`config.mk`:
```
export PLATFORM = sky130hd
export DESIGN_NAME = truth_table_scanner
export DESIGN_NICKNAME = d
export VERILOG_FILES = /design/src/rtl/truth_table_scanner_pkg.sv /design/src/rtl/tts_settle_timer.sv /design/src/rtl/truth_table_scanner.sv
export SDC_FILE = /design/constraint.sdc
export NUM_CORES = 1
export LEC_CHECK = 0
export CAP_MARGIN = 5
export CORE_AREA = 2 2 128 130
export DETAILED_ROUTE_END_ITERATION = 10
export DIE_AREA = 0 0 130 132
export PLACE_DENSITY_LB_ADDON = 0.12
export REMOVE_ABC_BUFFERS = 1
export SYNTH_ARGS = -nofsm -noshare
export SYNTH_HDL_FRONTEND = slang
export SYNTH_SLANG_ARGS = --single-unit
```
`constraint.sdc`:
```
create_clock -name clk -period 3.51 [get_ports clk]
set_input_delay 0.8775 -clock clk [delete_from_list [all_inputs] [get_ports clk]]
set_output_delay 0.8775 -clock clk [all_outputs]
set_load 0.005 [all_outputs]
```
`src/rtl/truth_table_scanner_pkg.sv`:
```
// Shared types and width helpers for the truth table scanner.
package truth_table_scanner_pkg;

    typedef enum logic [2:0] {IDLE, DRIVE, WAIT, SAMPLE, DONE} state_t;

    function automatic int tbl_w(input int n);
        return 1 << n;
    endfunction

    function automatic int cnt_w(input int n);
        return n + 1;
    endfunction

endpackage

```
`src/rtl/tts_settle_timer.sv`:
```
// Settle down-counter: loaded with SETTLE while driving, decremented while waiting.
module tts_settle_timer #(
    parameter int SETTLE = 1
) (
    input  logic clk,
    input  logic rst,
    input  logic load,
    input  logic en,
    output logic expired
);

    localparam int TW = (SETTLE < 2) ? 1 : $clog2(SETTLE + 1);

    logic [TW-1:0] cnt;

    always_ff @(posedge clk) begin
        if (rst) begin
            cnt <= '0;
        end else if (load) begin
            cnt <= TW'(SETTLE);
        end else if (en && cnt != '0) begin
            cnt <= cnt - TW'(1);
        end
    end

    // Flags on the last wait cycle, so the count reaches 0 as the FSM leaves WAIT.
    assign expired = (cnt <= TW'(1));

endmodule

```
`src/rtl/truth_table_scanner.sv`:
```
// Self-sequencing sweep of an N-input combinational function against a reference table.
// Optional stop-at-first-mismatch mode with fail_idx output: TRUTH_TABLE_SCANNER_STOP_ON_ERR_EN.
module truth_table_scanner
    import truth_table_scanner_pkg::*;
#(
    parameter int N      = 5,
    parameter int SETTLE = 1
) (
    input  logic                  clk,
    input  logic                  rst,
    input  logic                  start,
    input  logic [tbl_w(N)-1:0]   ref_table,
    output logic [N-1:0]          dut_in,
    input  logic                  dut_f,
    output logic                  busy,
    output logic                  done,
    output logic [tbl_w(N)-1:0]   table_out,
    output logic [tbl_w(N)-1:0]   err_mask,
    output logic [cnt_w(N)-1:0]   err_cnt,
    output logic                  pass,
`ifdef TRUTH_TABLE_SCANNER_STOP_ON_ERR_EN
    output logic [N-1:0]          fail_idx,
`endif
    output state_t                state_dbg
);

    localparam int TBL_W = tbl_w(N);
    localparam int CNT_W = cnt_w(N);

    state_t             state;
    logic [N-1:0]       idx;
    logic [TBL_W-1:0]   ref_q;
    logic               mism;
    logic               last;
    logic               expired;
    logic [CNT_W-1:0]   cnt_nxt;

    assign mism      = dut_f ^ ref_q[idx];
    assign cnt_nxt   = err_cnt + CNT_W'(mism);
    assign last      = (idx == N'(TBL_W - 1));
    assign state_dbg = state;

    tts_settle_timer #(.SETTLE(SETTLE)) u_timer (
        .clk     (clk),
        .rst     (rst),
        .load    (state == DRIVE),
        .en      (state == WAIT),
        .expired (expired)
    );

    always_ff @(posedge clk) begin
        if (rst) begin
            state     <= IDLE;
            idx       <= '0;
            ref_q     <= '0;
            dut_in    <= '0;
            table_out <= '0;
            err_mask  <= '0;
            err_cnt   <= '0;
            busy      <= 1'b0;
            done      <= 1'b0;
            pass      <= 1'b0;
`ifdef TRUTH_TABLE_SCANNER_STOP_ON_ERR_EN
            fail_idx  <= '0;
`endif
        end else begin
            case (state)
                IDLE, DONE: begin
                    if (start) begin
                        ref_q     <= ref_table;
                        idx       <= '0;
                        table_out <= '0;
                        err_mask  <= '0;
                        err_cnt   <= '0;
                        done      <= 1'b0;
                        pass      <= 1'b0;
                        busy      <= 1'b1;
`ifdef TRUTH_TABLE_SCANNER_STOP_ON_ERR_EN
                        fail_idx  <= '0;
`endif
                        state     <= DRIVE;
                    end
                end
                DRIVE: begin
                    dut_in <= idx;
                    state  <= (SETTLE == 0) ? SAMPLE : WAIT;
                end
                WAIT: begin
                    if (expired) state <= SAMPLE;
                end
                SAMPLE: begin
                    table_out[idx] <= dut_f;
                    err_mask[idx]  <= mism;
                    err_cnt        <= cnt_nxt;
                    // Terminal test precedes the increment, so idx never wraps.
`ifdef TRUTH_TABLE_SCANNER_STOP_ON_ERR_EN
                    if (mism || last) begin
                        if (mism) fail_idx <= idx;
`else
                    if (last) begin
`endif
                        busy  <= 1'b0;
                        done  <= 1'b1;
                        pass  <= (cnt_nxt == '0);
                        state <= DONE;
                    end else begin
                        idx   <= idx + N'(1);
                        state <= DRIVE;
                    end
                end
                default: state <= IDLE;
            endcase
        end
    end

endmodule

```
# Word level (Yosys, flattened, before mapping)
# Index checks and enable logic that the tools add are counted.
# W data, S select, Z words.
word_totals:
  output_inout_bits: 81
  elab_cells: 67
  in_bits: 36
  regBits: 119
op_classes:
  order_cmp: 3
  bitwise: 1
  n_mux: 28
  addsub: 3
  reduce_logical: 12
  n_eq_ne: 9
ops:
  columns: ["cell", "n"]
  rows:
  - ["$pmux W32 S2", 2]
  - ["$bwmux W32", 2]
  - ["$mux W32", 1]
  - ["$pmux W3 S4", 1]
  - ["$pmux W6 S2", 1]
  - ["$mux W5", 2]
  - ["$pmux W5 S2", 1]
  - ["$mux W1", 9]
  - ["$mux W3", 3]
  - ["$ne A2 B2 Y1 const B", 4]
  - ["$add A6 B1 Y6", 1]
  - ["$eq A3 B2 Y1 const B", 2]
  - ["$logic_not A6 Y1", 1]
  - ["$lt A5 B6 Y1 const B", 1]
  - ["$mux W6", 1]
  - ["$pmux W1 S2", 3]
  - ["$reduce_and A2 Y1", 3]
  - ["$reduce_and A3 Y1", 2]
  - ["$add A5 B1 Y5 const B", 1]
  - ["$bmux W1 S5", 1]
  - ["$demux W1 S5", 1]
  - ["$eq A5 B5 Y1 const B", 1]
  - ["$ge A5 B1 Y1 const B", 1]
  - ["$reduce_bool A2 Y1", 2]
  - ["other kinds (8)", 9]

# Logic depth before layout (Yosys ltp)
logic_depth:
  ltp_word: 7
  depth_mapped: 16

# Cells and area by module
# A second synthesis with hierarchy kept.
hier_totals:
  cells_unflattened: 656
  area_unflattened_um2: 5609.1
modules_own_cells:
  columns: ["module", "instances", "area_per_inst_um2", "seq_area_each_um2", "cells_per_inst"]
  rows:
  - ["truth_table_scanner", 1, 5597.9, 2362.3, 654]
  - ["tts_settle_timer", 1, 11.3, 0.0, 2]

# Least setup slack after synthesis
# OpenSTA, ideal clock, no wires.
synth_path:
  path_kind: "register to register"
  from: "register idx[1]"
  to: "register pass"
  required_time_ns: 3.378
  arrival_ns: 2.812
  setup_slack_ns: 0.566
  path_buffers: 3
  path_stages_with_launch: 16
  setup_time_ns: 0.132
  synth_period_minus_slack_ns: 2.944
  path_cell_list: "dfxtp_1 -> buf_6 -> mux2_4 -> a221oi_2 -> a211oi_1 -> nor4_2 -> buf_4 -> buf_6 -> xnor2_1 -> ha_1 -> and3_1 -> and3_1 -> o211ai_1 -> o41ai_1 -> nand4_1 -> a21oi_1"
synth_between:
  elab_chain_cells: 7
synth_lines:
  columns: ["item", "line_no", "source"]
  rows:
  - ["start: declaration", "truth_table_scanner.sv:31", "logic [N-1:0] idx;"]
  - ["start signal: assignment", "truth_table_scanner.sv:107", "idx <= idx + N'(1);"]
  - ["$bmux W1 S5", "truth_table_scanner.sv:38", "assign mism = dut_f ^ ref_q[idx];"]
  - ["$mux W1 (not written as such)", "truth_table_scanner.sv:38", null]
  - ["$xor A1 B1 Y1", "truth_table_scanner.sv:38", null]
  - ["$add A6 B1 Y6", "truth_table_scanner.sv:39", "assign cnt_nxt = err_cnt + CNT_W'(mism);"]
  - ["$logic_not A6 Y1", "truth_table_scanner.sv:104", "pass <= (cnt_nxt == '0);"]
  - ["$mux W1", "truth_table_scanner.sv:100", "if (last) begin"]
  - ["$pmux W1 S2", "truth_table_scanner.sv:67", "case (state)"]
  - ["end signal: assignment", "truth_table_scanner.sv:104", null]
  - ["end: declaration", "truth_table_scanner.sv:20", "output logic pass,"]
# Parallel ways exist; a longest one is shown, timed or not. The select of a mux whose other input is x is not followed.
# A chain may end at the register's enable or synchronous reset.

# Final worst setup path
# Ends and elaborated chain as after synthesis.

==> impl_metrics.tcl <==
set metrics [dict create \
    outcome "finished clean" \
    ir_worst_vdd_uv 340 \
    finClkSkew_ns 0.00970 \
    die_h_um 132 \
    leakage_nw 2.39 \
    clock-sinks 118 \
    detail_route.first_pass.iterations 5 \
    synthAdderAreaFrac_pct 1.62 \
    placed_cell_area_mm2 0.00663 \
    relSlewSlack_pct 33.3 \
    final_nets 772 \
    stdcell_count 958 \
    grt_pass1_vias 4831 \
    max_freq_mhz 324 \
    gr-usage-all-layers_pct 18.6 \
    hold_buffers 0 \
    antenna_cells 0 \
    grt_first_pass_wirelength_mm 25.3 \
    ios 117 \
    ant_nets 0 \
    post_cts_buffers 0 \
    netlist_instances 646 \
    cts.htree.levels 4 \
    worstPathMaxFanout 21 \
    synth.area.top_cells "dfxtp_1, nand2_1, nor2_1, nand4b_1, a32oi_1" \
    synthXorXnorAreaFrac_pct 0.812 \
    via_per_inst 5.29 \
    dp.cells 926 \
    design_area_mm2 0.00717 \
    yosysMostFrequentCell "nand2_1" \
    n_fill_cell 1516 \
    path_class "reg -> reg" \
    setup_slack_ns 0.422 \
    wl_met3_um 731 \
    first_iter_violations 422 \
    core_mm2 0.0157 \
    dr_wl_met2_mm 7.31 \
    drc 0 \
    ys.warnings.count 0 \
    required_ns 3.85 \
    wl_mm 15.9 \
    cts_tree "built" \
    place_hpwl_mm 10.4 \
    antenna_found_initial 0 \
    fp.dieArea_mm2 0.0172 \
    slew_viol_final 0 \
    yosysTopAreaCellShare_pct 43.8 \
    synthesis.area_mm2 0.00539 \
    fin_util_pct 45.6 \
    via_count 5072 \
    clock_latency_ns 0.42 \
    synth_cell_type_count 46 \
    cts_resized 0 \
    synth_edf_count 0 \
    synth-simple-area-share_pct 26.7 \
    numCtsBuffers 17 \
    power.density_mw_per_mm2 470 \
    synth_top_area_cell "dfxtp_1" \
    synthTopCellsByCount "nand2_1, dfxtp_1, nor2_1" \
    avgSynthCellArea_um2 8.34 \
    portBuffers 116 \
    worstSetupStartpointType "flip-flop" \
    ys_ff_latch 118 \
    hold_slack_ns 0.454 \
    num_rows 46 \
    worst_hold_path_type "reg -> reg" \
    period_share_pct 88.0 \
    clock_path_buffers 2 \
    dr.max_layer_used "met4" \
    finalSetupViolCount 0 \
    rsz0062_at_grt "no" \
    synthMuxAreaShare_pct 4.22 \
    drive_gt1_share_pct 7.28 \
    routabilityCongestion 0.781 \
    cp-end-kind "flip-flop" \
    fin_crit_ns 3.09 \
    met1_length_mm 7.59 \
    initial_core_util_pct 34.3 \
    grt_max_degree 65 \
    post-place-ws_ns 0.456 \
    maxCapViolCount 0 \
    syn_to_final_growth_pct 33.0 \
    async_reset_ff_share_pct 0 \
    finalHoldViolations 0 \
    synth_flop_cell "dfxtp_1" \
    clkTransAtPathRegs_ns 0.05 \
    ys_seq_area_share_pct 43.8 \
    cp_data_arrival_time_ns 3.43 \
    cts-root-buf "clkbuf_16" \
    synth_top_family_by_area "simple AND/OR/NAND/NOR gates" \
    grt_overflow_total 0 \
    max_slew.worst_pin.slew_ns 0.998 \
    wl_per_cell_um 16.6 \
    synth-compound-area-share_pct 17.2 \
    die_x_um 130 \
]
[where the power goes]
part           internal (mW)  switching (mW)  total, mW
combinational          0.131           0.229      0.359
clock                  0.984           0.614       1.60
sequential              1.38          0.0280       1.41
[final cells by class]
| class | instances | area (µm²) | area share, % |
|---|---|---|---|
| timing repair buffer | 127 | 1250 | 17.5 |
| sequential | 118 | 2360 | 32.9 |
| multi-input combinational | 463 | 2740 | 38.2 |
| clock inverter | 9 | 78.8 | 1.10 |
| clock buffer | 23 | 458 | 6.39 |
| tap | 216 | 270 | 3.77 |
| inverter | 2 | 7.51 | 0.105 |
[cells in the final DEF (no fill, tap or decap), types with 3 or more instances in the layout]
cell / n
and3b_1: 3
clkbuf_16: 17
nand2_1: 136
xnor2_1: 4
a32oi_1: 31
o311ai_1: 22
dfxtp_1: 118
nand3b_1: 6
and2_1: 6
a22oi_1: 4
and3_1: 8
ha_1: 7
buf_4: 11
nor2_1: 81
clkdlybuf4s50_1: 115
clkbuf_1: 5
nand2b_1: 4
mux2_2: 8
nand3_1: 10
nand4b_1: 32
nor3_1: 5
a21oi_1: 47
clkinv_2: 5
o21ai_0: 4
mux2i_1: 10
o311ai_0: 10
nor2b_1: 3
[sequential cells by signal (all words and copies together), names as in the netlist]
signal	cells
pass	1
state_dbg	3
dut_in	5
table_out	32
done	1
ref_q	32
idx	5
busy	1
err_mask	32
err_cnt	6
[worst max-delay path: stages (launching register included)]
cell and delay (ns):
dfxtp_1 0.30, buf_4 0.28, mux2_4 0.34, a221oi_2 0.27
a211oi_1 0.11, nor4_4 0.39, xnor2_1 0.16, ha_1 0.19
and3_1 0.27, and3_1 0.21, o211ai_1 0.10, o41ai_1 0.08
nand4_1 0.13, a21oi_1 0.15
[stage by stage]
| stage | power [mW] | TNS, ns |
|---|---|---|
| after floorplan | 1.62 | -49.70 |
| after global placement | 1.80 | 0 |
| after detailed placement | 1.80 | 0 |
| after CTS | 3.39 | 0 |
| after global routing | 3.50 | 0 |
| final | 3.37 | 0 |
[layer usage]
metal	track usage, %	vias to the layer above
met5	0	-
met4	6.51	0
met3	3.86	18
met2	29.0	149
met1	25.3	2425
li1	-	2480
[final timing paths]
check / from / endpoint / slack (ns) / cells past startpoint
hold reg to reg: ref_q[10] / ref_q[10] / 0.45 / 2
setup / recovery: idx[1] / pass / 0.42 / 13
setup reg to reg: idx[1] / pass / 0.42 / 13
hold / removal: ref_q[10] / ref_q[10] / 0.45 / 2
[kinds of logic (layout without fill, tap and decap cells)]
kind of cell | count (synthesis) | after routing
AO/OA/AOI/OAI | 128 | 128
XOR/XNOR | 5 | 5
adder cells (fa/ha/maj) | 7 | 7
buffers and inverters | 65 | 161
flip-flops | 118 | 118
multiplexers | 20 | 20
AND/OR/NAND/NOR | 303 | 303
No activity file was read; power rests on OpenSTA's default activity.
==> RTL change 1 (config.mk and constraints unchanged) <==
Change the parameter `N` from 5 to 6.
--- a/src/rtl/truth_table_scanner.sv
+++ b/src/rtl/truth_table_scanner.sv
@@ -3,7 +3,7 @@
 module truth_table_scanner
     import truth_table_scanner_pkg::*;
 #(
-    parameter int N      = 5,
+    parameter int N      = 6,
     parameter int SETTLE = 1
 ) (
     input  logic                  clk,
Interface: changed (5 resized); port bits go from 117 to 215. No check against the original RTL was run, so the function may have changed too.
==> RTL change 1 against the unedited design <==
The flow now finishes with violations (setup timing); critical path type unchanged; combinational power grew to 3.7 times the old value; cell area is 82% higher; synthesized area is 79% higher; sequential cell count is 99 higher; non-clock buffer count is 160 higher; sequential share of layout area is 0.48 points higher; first-iteration DRC count is 110% higher; count of clock-buffer cells in the layout is 7 higher; final cell count is 70% higher; routed wire length is 81% higher; via count is 93% higher; setup slack worse by 440 ps; power is 96% higher.
==> RTL change 1: results (changes against the unedited design) <==
Status - finished, violations left (was finished clean)
Largest net degree at the start of global routing - 70 (was 65)
DP HPWL - 18400 µm (was 10400 µm)
Mean area per synthesized cell - 8.01 µm² (was 8.34 µm²)
Adder-cell share of the synthesized area - 0.00390 (was 0.0162)
Dpl cell area - 0.0121 mm² (was 0.00663 mm²)
Wire per inst - 17.6 µm (was 16.6 µm)
Mux cell area share after synthesis - 0.0351 (was 0.0422)
Port-buffer cells - 214 (was 116)
Total power - 6.61 mW (was 3.37 mW)
GP Congestion - 0.875 (was 0.781)
Placed Instances - 1582 (was 926)
Seq. pwr - 2.74 mW (was 1.41 mW)
Top post-synthesis cells by area - dfxtp_1, nand3_1, nand2_1, a21oi_1, clkbuf_1 (was dfxtp_1, nand2_1, nor2_1, nand4b_1, a32oi_1)
CTS max path bufs - 3 (was 2)
Final setup TNS - -14.4 ps (was 0 ps)
Worst Clk Skew - 6.42 ps (was 9.70 ps)
Clock network power share - 0.383 (was 0.474)
Vias in the first global route - 8806 (was 4831)
Post-synthesis sequential area ratio - 0.451 (was 0.438)
CP peak stage delay - 500 ps (was 390 ps)
Gr usage total - 0.320 (was 0.186)
FF-to-FF Start - idx[0] (was idx[1])
CTS H-tree lvls - 1 (was 4)
Synth top cells by count - nand3_1, dfxtp_1, nand2_1, a21oi_1, clkbuf_1 (was nand2_1, dfxtp_1, nor2_1, clkbuf_1, a21oi_1)
Synth Area in Compound Gates - 0.156 (was 0.172)
Vias per std cell - 6.00 (was 5.29)
DR iter-0 viols - 880 (was 422)
Crit path DAT - 3960 ps (was 3430 ps)
Worst setup margin - -14.4 ps (was 422 ps)
Hold path start - ref_q[39] (was ref_q[10])
DP Worst Slack - -494 ps (was 456 ps)
TritonCTS Buffers - 22 (was 17)
Latest clock arrival within the worst-skew pair - 500 ps (was 420 ps)
Post-Synth XOR/XNOR Area - 0.00909 (was 0.00812)
Int Power - 4.65 mW (was 2.50 mW)
Routed vias - 9785 (was 5072)
Post-CTS Setup Bufs - 7 (was 0)
Worst slew pin tran - 1070 ps (was 998 ps)
Share of layout cells above drive strength 1 - 0.115 (was 0.0728)
Setup violators final - 1 (was 0)
Cell variety after synth - 66 (was 46)
Ys async rst share - 0 (unchanged)
DR pass1 iterations - 5 (unchanged)
CP Max Fanout - 5 (was 21)
Regs by FF count - err_mask x64, ref_q x64, table_out x64 (was err_mask x32, ref_q x32, table_out x32)
Crit-path slowest cell - or4_1 (was nor4_4)
P_leak - 4.46 nW (was 2.39 nW)
Worst VDD drop - 0.408 mV (was 0.340 mV)
First-pass GRT wire length - 45000 µm (was 25300 µm)
Failing checks - setup timing
Resize count post-CTS - 14 (was 0)
Fin nets - 1470 (was 772)
Worst hold path class - register to register (unchanged)
-- RTL change 1: cell types whose count changed after synthesis, sizes merged, moves of 29 or more --
cell    before  now
or4          0   29
a32oi       31    0
nand4b      32    2
nand2      137  202
o21ai        4   55
clkbuf      50   91
o311ai      32    3
dfxtp      118  217
nand3       10  242
a21oi       47  138
-- RTL change 1: final cells by class --
type                    instances  area [µm²]
multi-input cells             865        4840
fillers                      1015        2690
flip-flops and latches        217        4350
well taps                     216         270
repair buffers                287        2740
clock buffers                  30         642
inverters                       6        22.5
clock inverters                10         155
-- RTL change 1: worst paths after layout --
path                to  slack [ps]  cells after the start
min          ref_q[39]         450                      2
max               pass         -10                     14
min reg2reg  ref_q[39]         450                      2
max reg2reg       pass         -10                     14
-- RTL change 1: metal layers --
metal  global-route usage  up-vias  share of wire
li1                     -     4641              -
met1                0.419     4542           0.39
met2                0.530      512           0.49
met3               0.0377       90          0.082
met4                0.138        0          0.041
met5                    0        -              0
==> RTL change 2 (same settings) <==
Without the edit above. Reset style: asynchronous (`rst`), changed in 2 clocked blocks.
--- a/src/rtl/tts_settle_timer.sv
+++ b/src/rtl/tts_settle_timer.sv
@@ -13,7 +13,7 @@
 
     logic [TW-1:0] cnt;
 
-    always_ff @(posedge clk) begin
+    always_ff @(posedge clk or posedge rst) begin
         if (rst) begin
             cnt <= '0;
         end else if (load) begin
--- a/src/rtl/truth_table_scanner.sv
+++ b/src/rtl/truth_table_scanner.sv
@@ -48,7 +48,7 @@
         .expired (expired)
     );
 
-    always_ff @(posedge clk) begin
+    always_ff @(posedge clk or posedge rst) begin
         if (rst) begin
             state     <= IDLE;
             idx       <= '0;
Function: differs if rst is asserted again (counterexample within 4 cycles, from zero or initial values and one cycle with rst high); with rst held inactive, the same outputs for 10 cycles.
==> RTL change 2 against the unedited design <==
Routed wire length rose by 0.60%; sequential cell count stayed put; cell area increased by 8.1%; synthesized cell count is 4.2% lower; setup slack got worse by 350 ps; synthesized area rose by 5.3%; non-clock buffer count grew 16; critical path depth decreased by 1; highest routed layer unchanged.
Power is not compared: it rests on default switching activity, and its combinational part moved more than twofold at a synthesized area within 25%.
==> RTL change 2: results (changes against the unedited design) <==
DR iter-0 viols - 339 (was 422)
Crit path DAT - 3780 ps (was 3430 ps)
Layout clock area frac - 0.0749 (about the same)
FF+latch count - 118 (unchanged)
Register area - 0.00295 mm² (was 0.00236 mm²)
Top delay family on crit path - simple AND/OR/NAND/NOR gates (unchanged)
Mux cell area share after synthesis - 0.0397 (was 0.0422)
CP peak stage delay - 510 ps (was 390 ps)
Status - finished clean (unchanged)
Fraction of area in multi-input gates - 0.329 (was 0.382)
R2R setup slack - 70 ps (was 420 ps)
FF-to-FF Start - idx[1] (unchanged)
Post-Synth XOR/XNOR Area - 0.00926 (was 0.00812)
Worst R2R Path Depth - 12 (was 13)
Crit-path slowest cell - mux4_2 (was nor4_4)
Ys flop type - dfrtp_1 (was dfxtp_1)
Buffering overhead - 0.177 (was 0.175)
Multi-In Gates - 450 (was 463)
Post-synthesis sequential area ratio - 0.520 (was 0.438)
Fin nets - 778 (was 772)
Hold Path Sink - ref_q[17] (was ref_q[10])
# fillers - 1498 (was 1516)
Worst slew pin tran - 1100 ps (was 998 ps)
DR pass1 iterations - 4 (was 5)
Largest net degree at the start of global routing - 119 (was 65)
Worst Clk Skew - 6.59 ps (was 9.70 ps)
Initial Utilization - 0.361 (was 0.343)
Wire per inst - 16.6 µm (about the same)
Share of layout cells above drive strength 1 - 0.118 (was 0.0728)
Synth Area in Compound Gates - 0.132 (was 0.172)
Gr usage total - 0.190 (was 0.186)
DP HPWL - 10600 µm (was 10400 µm)
First-pass GRT wire length - 25500 µm (was 25300 µm)
GP Congestion - 0.864 (was 0.781)
Routed vias - 4954 (was 5072)
Adder-cell share of the synthesized area - 0.0154 (was 0.0162)
Non-clock buffer count - 143 (was 127)
Top post-synthesis cells by area - dfrtp_1, nand2_1, nand3_1, o31ai_1, o21ai_0 (was dfxtp_1, nand2_1, nor2_1, nand4b_1, a32oi_1)
Synth top cells by count - nand2_1, dfrtp_1, nand3_1, clkbuf_1, nor2_1 (was nand2_1, dfxtp_1, nor2_1, clkbuf_1, a21oi_1)
CP endpoint - pass (unchanged)
Vias in the first global route - 4814 (was 4831)
RTL change 2: timing repair:
item	in CTS	in global routing
gates resized for setup	0	9
setup buffers	0	3
setup endpoints to repair	0	1
RTL change 2: routing by layer:
layer  GRT usage  share of wire  wire length (µm)  vias up
li1            -              -                 -     2388
met5           0              0                 0        -
met2       0.284           0.46              7300      130
met1       0.268           0.48              7670     2406
met4      0.0741          0.022               351        0
met3      0.0430          0.041               658       30
RTL change 2: metrics by stage:
| stage | std cells | setup slack (ps) | cell area, µm² | power [mW] | utilization |
|---|---|---|---|---|---|
| global placement | 929 | 170 | 7110 | 4.15 | 0.452 |
| CTS | 960 | 36.9 | 7690 | 5.96 | 0.489 |
| floorplan | 573 | -1180 | 5480 | 3.15 | - |
| finish | 963 | 72.1 | 7750 | 5.99 | 0.493 |
| detailed placement | 929 | 64.9 | 7110 | 4.20 | 0.452 |
| global route | 963 | -92.2 | 7750 | 6.35 | 0.493 |
